==> src/rtl/spi_seq_pkg.sv <==
// Shared types and defaults for the sequenced SPI master.
// Defaults match the sensor front-end build.
package spi_seq_pkg;

   typedef enum logic [2:0] {
      IDLE,
      SETUP,
      SCLK_HI,
      SCLK_LO,
      GAP
   } state_t;

   function automatic int word_period(
      input int word_w,
      input int half_per,
      input int cs_gap
   );
      return half_per + 2 * half_per * word_w + cs_gap;
   endfunction

   localparam int DEF_WORD_W    = 16;
   localparam int DEF_N_MISO    = 2;
   localparam int DEF_SEQ_DEPTH = 32;
   localparam int DEF_HALF_PER  = 2;
   localparam int DEF_CS_GAP    = 14;

   localparam int IDX_W = $clog2(DEF_SEQ_DEPTH);
   localparam int WORD_PERIOD =
      word_period(DEF_WORD_W, DEF_HALF_PER, DEF_CS_GAP);

endpackage

==> src/rtl/spi_word_shifter.sv <==
// One outgoing command shift register plus one capture
// register per MISO lane; the FSM supplies all strobes.
module spi_word_shifter
   import spi_seq_pkg::*;
#(
   parameter int WORD_W = DEF_WORD_W,
   parameter int N_MISO = DEF_N_MISO
) (
   input  logic                     clk,
   input  logic                     reset,
   input  logic                     load,
   input  logic [WORD_W-1:0]        load_data,
   input  logic                     shift_out,
   input  logic                     sample,
   input  logic [N_MISO-1:0]        miso,
   output logic                     mosi,
   output logic [N_MISO*WORD_W-1:0] rx_word
);

   logic [WORD_W-1:0]             tx;
   logic [N_MISO-1:0][WORD_W-1:0] cap;

   // Zeros shift in behind the command so MOSI rests low in GAP.
   always_ff @(posedge clk) begin
      if (reset) begin
         tx  <= '0;
         cap <= '0;
      end else begin
         if (load) begin
            tx <= load_data;
         end else if (shift_out) begin
            tx <= tx << 1;
         end
         if (sample) begin
            for (int k = 0; k < N_MISO; k++) begin
               cap[k] <= {cap[k][WORD_W-2:0], miso[k]};
            end
         end
      end
   end

   assign mosi    = tx[WORD_W-1];
   assign rx_word = cap;

endmodule

==> src/rtl/spi_seq_master.sv <==
// Plays a host-loaded command list over MOSI and captures
// N_MISO response lanes per word, single-shot or looping.
module spi_seq_master
   import spi_seq_pkg::*;
#(
   parameter int WORD_W    = DEF_WORD_W,
   parameter int N_MISO    = DEF_N_MISO,
   parameter int SEQ_DEPTH = DEF_SEQ_DEPTH,
   parameter int HALF_PER  = DEF_HALF_PER,
   parameter int CS_GAP    = DEF_CS_GAP
) (
   input  logic                         clk,
   input  logic                         reset,
   input  logic                         start,
   input  logic                         stop,
   input  logic                         continuous,
   input  logic [$clog2(SEQ_DEPTH):0]   seq_last,
   input  logic                         cmd_wr_en,
   input  logic [$clog2(SEQ_DEPTH)-1:0] cmd_wr_addr,
   input  logic [WORD_W-1:0]            cmd_wr_data,
   output logic                         cs_b,
   output logic                         sclk,
   output logic                         mosi,
   input  logic [N_MISO-1:0]            miso,
   output logic                         rx_valid,
   output logic [N_MISO*WORD_W-1:0]     rx_data,
   output logic [$clog2(SEQ_DEPTH)-1:0] rx_index,
   output logic                         frame_done,
   output logic                         busy
);

   localparam int AW      = $clog2(SEQ_DEPTH);
   localparam int CNT_MAX = (HALF_PER > CS_GAP) ? HALF_PER : CS_GAP;
   localparam int CW      = $clog2(CNT_MAX + 1);
   localparam int BW      = $clog2(WORD_W + 1);

   localparam logic [CW-1:0] HALF_END = CW'(HALF_PER - 1);
   localparam logic [CW-1:0] GAP_END  = CW'(CS_GAP - 1);
   localparam logic [BW-1:0] BIT_TOP  = BW'(WORD_W - 1);
   localparam logic [AW:0]   MAX_IDX  = (AW + 1)'(SEQ_DEPTH - 1);

   function automatic logic [AW-1:0] clamp_last(
      input logic [AW:0] v
   );
      return (v > MAX_IDX) ? MAX_IDX[AW-1:0] : v[AW-1:0];
   endfunction

   state_t        state;
   logic [CW-1:0] cnt;
   logic [BW-1:0] bit_cnt;
   logic [AW-1:0] idx;
   logic [AW-1:0] last;
   logic          cont;
   logic          stop_pend;

   logic [WORD_W-1:0]        ram [SEQ_DEPTH];
   logic [AW-1:0]            rd_addr;
   logic [WORD_W-1:0]        rd_data;
   logic                     half_end;
   logic                     gap_end;
   logic                     stop_now;
   logic                     load;
   logic                     sample;
   logic [N_MISO*WORD_W-1:0] rx_word;

   always_ff @(posedge clk) begin
      if (cmd_wr_en) begin
         ram[cmd_wr_addr] <= cmd_wr_data;
      end
   end

   // Bypass so a write in the same cycle as the read is seen.
   assign rd_addr = (state == GAP && idx != last) ? idx + 1'b1 : '0;
   assign rd_data = (cmd_wr_en && cmd_wr_addr == rd_addr)
                  ? cmd_wr_data : ram[rd_addr];

   assign half_end = (cnt == HALF_END);
   assign gap_end  = (state == GAP) && (cnt == GAP_END);
   assign stop_now = stop_pend | stop;
   assign sample   = (state == SCLK_HI) && half_end;
   assign load     = ((state == IDLE) && start)
                   || (gap_end && !stop_now && (idx != last || cont));

   spi_word_shifter #(
      .WORD_W (WORD_W),
      .N_MISO (N_MISO)
   ) u_shifter (
      .clk       (clk),
      .reset     (reset),
      .load      (load),
      .load_data (rd_data),
      .shift_out (sample),
      .sample    (sample),
      .miso      (miso),
      .mosi      (mosi),
      .rx_word   (rx_word)
   );

   always_ff @(posedge clk) begin
      if (reset) begin
         state      <= IDLE;
         cnt        <= '0;
         bit_cnt    <= '0;
         idx        <= '0;
         last       <= '0;
         cont       <= 1'b0;
         stop_pend  <= 1'b0;
         cs_b       <= 1'b1;
         sclk       <= 1'b0;
         rx_valid   <= 1'b0;
         rx_data    <= '0;
         rx_index   <= '0;
         frame_done <= 1'b0;
         busy       <= 1'b0;
      end else begin
         rx_valid   <= 1'b0;
         frame_done <= 1'b0;
         cnt        <= cnt + 1'b1;
         if (stop && state != IDLE) begin
            stop_pend <= 1'b1;
         end
         unique case (state)
            IDLE: begin
               cnt <= '0;
               if (start) begin
                  last  <= clamp_last(seq_last);
                  cont  <= continuous;
                  idx   <= '0;
                  cs_b  <= 1'b0;
                  busy  <= 1'b1;
                  state <= SETUP;
               end
            end
            SETUP: begin
               if (half_end) begin
                  cnt     <= '0;
                  bit_cnt <= BIT_TOP;
                  sclk    <= 1'b1;
                  state   <= SCLK_HI;
               end
            end
            SCLK_HI: begin
               if (half_end) begin
                  cnt   <= '0;
                  sclk  <= 1'b0;
                  state <= SCLK_LO;
               end
            end
            SCLK_LO: begin
               if (half_end) begin
                  cnt <= '0;
                  if (bit_cnt == '0) begin
                     cs_b       <= 1'b1;
                     rx_valid   <= 1'b1;
                     rx_data    <= rx_word;
                     rx_index   <= idx;
                     frame_done <= (idx == last);
                     state      <= GAP;
                  end else begin
                     bit_cnt <= bit_cnt - 1'b1;
                     sclk    <= 1'b1;
                     state   <= SCLK_HI;
                  end
               end
            end
            GAP: begin
               if (gap_end) begin
                  cnt <= '0;
                  if (stop_now) begin
                     stop_pend <= 1'b0;
                     busy      <= 1'b0;
                     state     <= IDLE;
                  end else if (idx != last) begin
                     idx   <= idx + 1'b1;
                     cs_b  <= 1'b0;
                     state <= SETUP;
                  end else if (cont) begin
                     last  <= clamp_last(seq_last);
                     cont  <= continuous;
                     idx   <= '0;
                     cs_b  <= 1'b0;
                     state <= SETUP;
                  end else begin
                     busy  <= 1'b0;
                     state <= IDLE;
                  end
               end
            end
            default: begin
               state <= IDLE;
            end
         endcase
      end
   end

endmodule

==> config.mk <==
export PLATFORM = sky130hd
export DESIGN_NAME = spi_seq_master
export DESIGN_NICKNAME = d
export VERILOG_FILES = /design/src/rtl/spi_seq_pkg.sv /design/src/rtl/spi_word_shifter.sv /design/src/rtl/spi_seq_master.sv
export SDC_FILE = /design/constraint.sdc
export NUM_CORES = 1
export LEC_CHECK = 0
export CORE_MARGIN = 2
export CORE_UTILIZATION = 46
export CTS_BUF_LIST = sky130_fd_sc_hd__clkbuf_4 sky130_fd_sc_hd__clkbuf_8
export DETAILED_ROUTE_END_ITERATION = 6
export PLACE_DENSITY = 0.62
export RECOVER_POWER = 50
export SLEW_MARGIN = 30
export SYNTH_ARGS = -nofsm -noshare
export SYNTH_HDL_FRONTEND = slang
export SYNTH_HIERARCHICAL = 1
export SYNTH_SLANG_ARGS = --single-unit
==> constraint.sdc <==
create_clock -name clk -period 5.8 [get_ports clk]
set_clock_uncertainty 0.15 [all_clocks]
set_input_delay 0.87 -clock clk [delete_from_list [all_inputs] [get_ports clk]]
set_output_delay 0.87 -clock clk [all_outputs]
set_load 0.01 [all_outputs]
==> flow_summary.ini <==
[outcome]
status = complete, but fails checks
failed_checks = max-capacitance violations, max-slew violations

[timing]
maxSlewViolCount = 363
hold_viol = 0
setup_tns_ps = 0
fin_crit_sh_pct = 73.6
hold_ws_ps = 301
layout_setup_ws_ps = 1530
min_period_ps = 4270
setup_viol = 0
tightest_slew_ps = 2100
fmax_ghz = 0.234
rsz0062_at_grt = false
slew_headroom_pct = -40.2

[synthesis]
synth_cells = 1787
synth-seq-cells = 626
synth-edff-count = 512
synth.avg_cell_area_um2 = 13.9
synth.distinct_cells = 73
ys_warn_count = 6
yosysSeqAreaShare_pct = 70.9
synthArstFlopShare_pct = 0
syn_area_mm2 = 0.0249
yosys_most_used_dff = edfxtp_1
syn_nets = 1826

[cells_and_area]
drive_above_1_share_pct = 15.2
fin_nets = 1954
utilization_pct = 53.5
diodes = 0
synthToLayoutAreaGrowth_pct = 15.3

[critical_path]
crit_start = idx[2]$_SDFFE_PP0P_
worstSetupEndpointType = register
r2r_setup_slack_ps = 1530
crit_arrival_ps = 4650
worst-endpoint-required_ps = 6180
r2r-start = idx[2]$_SDFFE_PP0P_
crit_slowest_cell = xor2_1
criticalPathCategory = register to register
crit_chain = xor2_1, nor2_1, nor3_1, o21a_1, o221a_1, a211oi_2, nor2b_1, a211oi_1
start_kind = register
critPathMaxStageDelay_ps = 790
reg2reg_depth = 8
r2r-end = u_shifter/tx[14]$_SDFFE_PP0P_
cp_max_fo = 16
endpoint = u_shifter/tx[14]$_SDFFE_PP0P_

[clocking]
tritoncts = yes
clk_latency_ps = 680
cts-hold-fix-buffers = 0
cts_setup_buffers = 0
cts.reportedPaths.clkPinSlew_ps = 60
h-tree-depth = 3
clock_path_buffers = 3
numCtsBuffers = 101
cts_resized = 0
clkSinkCount = 626
root_buffer = clkbuf_8

[place]
post-dp-hpwl_um = 43500
place_congestion = 0.994
io_buffers = 77
dp_slack_ps = 1370

[detailed_routing]
routed_via_density = 6.10
avgRoutedWirePerCell_um = 26.2
drc_errors = 0
routed_wl_um = 70800
vias = 16447
antenna_left = 0
dr.pass1.iters = 7
drt_iter0_markers = 2083

[power_and_ir_drop]
p_per_area_mw_per_mm2 = 354
vdd_drop_max_mv = 0.195
leakage_nw = 8.98
power.total_mw = 10.2

[floorplanning]
start_util_pct = 46.3
ioPinCount = 78
core_area_mm2 = 0.0537
dieArea_mm2 = 0.0560
die_h_um = 237
rows = 85
dieWidth_um = 237

[global_route]
antenna_found_initial = 0
track_usage_pct = 25.1
grt_overflow_total = 0
grt_pass1_vias = 15786
grt_max_degree = 66
grt_pass1_wl_um = 104000

[job]
drv_cap = 11

[hold_path]
hp-start = rx_data[25]$_SDFFE_PP0P_
hp-class = register to register
[worst max-delay path, delay by kind of cell, from the launching register on]
family | cells | cell delay [ps]
compound gates | 4 | 1190
xor+xnor | 1 | 790
flops | 1 | 750
simple gates | 3 | 1230
[metrics by stage]
stage          instances  cell area [µm²]
3_5_place_dp        2507            26600
2_1_floorplan       1787            24900
6_report            2698            28700
4_1_cts             2697            28700
3_3_place_gp        2507            26600
5_1_grt             2698            28700
[area by class of cell]
| class | count | area, µm² |
|---|---|---|
| multi-input cells | 1027 | 6780 |
| clock buffers | 153 | 1870 |
| well taps | 696 | 871 |
| flip-flops and latches | 626 | 17700 |
| clock inverters | 37 | 250 |
| fillers | 4503 | 25000 |
| repair buffers | 150 | 1250 |
| inverters | 9 | 33.8 |
[per-layer routing]
metal / global-route usage (%) / up-vias / share of wire (%)
li1: - / 7287 / -
met1: 35.7 / 8184 / 43
met2: 37.8 / 848 / 45
met3: 6.39 / 128 / 9.4
met4: 7.86 / 0 / 2.7
met5: 0 / - / 0
[registers in the layout, indices dropped and copies added (netlist names), 3 cells and up]
| name | flops |
|---|---|
| bit_cnt | 5 |
| rx_data | 32 |
| ram | 512 |
| u_shifter/tx | 16 |
| state | 3 |
| idx | 5 |
| u_shifter/rx_word | 32 |
| cnt | 4 |
| last | 5 |
| rx_index | 5 |
[layout by cell type (no fill, tap or decap), types with 16 or more instances in the layout]
| cell | n |
|---|---|
| a211oi_1 | 20 |
| a21oi_1 | 76 |
| a222oi_1 | 30 |
| a22oi_1 | 20 |
| a311oi_1 | 31 |
| a31oi_1 | 19 |
| a32o_1 | 17 |
| a32oi_1 | 16 |
| buf_4 | 50 |
| clkbuf_1 | 23 |
| clkbuf_4 | 38 |
| clkbuf_8 | 115 |
| clkdlybuf4s50_1 | 58 |
| clkinv_1 | 19 |
| dfxtp_1 | 113 |
| dlygate4sd3_1 | 17 |
| edfxtp_1 | 512 |
| mux2i_1 | 102 |
| nand2_1 | 188 |
| nand3_1 | 71 |
| nor2_1 | 113 |
| nor2b_1 | 17 |
| o21ai_0 | 42 |
| o221a_2 | 17 |
| o22ai_1 | 64 |
[synthesized netlist by cell type (10+ instances only)]
master | count | area (µm²)
a211oi_1 | 20 | 150
clkbuf_1 | 82 | 308
a222oi_1 | 30 | 300
a21oi_1 | 78 | 390
mux2_2 | 15 | 169
nor3_1 | 10 | 50.1
a311oi_1 | 31 | 272
a22oi_1 | 20 | 150
a31oi_1 | 19 | 119
dfxtp_1 | 114 | 2280
a32o_1 | 17 | 170
nand3_1 | 71 | 355
buf_2 | 28 | 140
o22ai_1 | 64 | 400
nand2_1 | 188 | 706
nor2b_1 | 17 | 106
o21ai_0 | 42 | 210
nor2_1 | 129 | 484
a32oi_1 | 16 | 140
o221a_2 | 17 | 191
a22o_1 | 15 | 131
mux2i_1 | 102 | 1020
edfxtp_1 | 512 | 15400
a221oi_1 | 15 | 131
o2111ai_1 | 15 | 131
[report_power, final]
part / switching (mW) / internal (mW) / leakage (nW)
Clock: 1.74 / 2.19 / 1.13
Sequential: 0.107 / 4.98 / 5.54
Combinational: 0.790 / 0.368 / 2.31
Total: 2.63 / 7.54 / 8.98
[cell families after synthesis]
family                   count (synthesis)  share of synthesized area [%]
AO/OA/AOI/OAI                          438                           13.1
multiplexers                           117                           4.78
flip-flops                             626                           70.9
AND/OR/NAND/NOR                        457                           8.19
buffers and inverters                  134                           2.42
XOR/XNOR                                11                          0.387
adder cells (fa/ha/maj)                  4                          0.201
[worst min path at each step]
stage	endpoint	slack, ps	cells past startpoint
after floorplan	rx_data[15]$_SDFFE_PP0P_	280	2
after global placement	rx_data[1]$_SDFFE_PP0P_	290	2
after detailed placement	rx_data[15]$_SDFFE_PP0P_	300	2
after CTS	rx_data[1]$_SDFFE_PP0P_	310	2
after global routing	rx_data[1]$_SDFFE_PP0P_	320	2
final	rx_data[25]$_SDFFE_PP0P_	300	2
(Power assumes the default switching activity.)
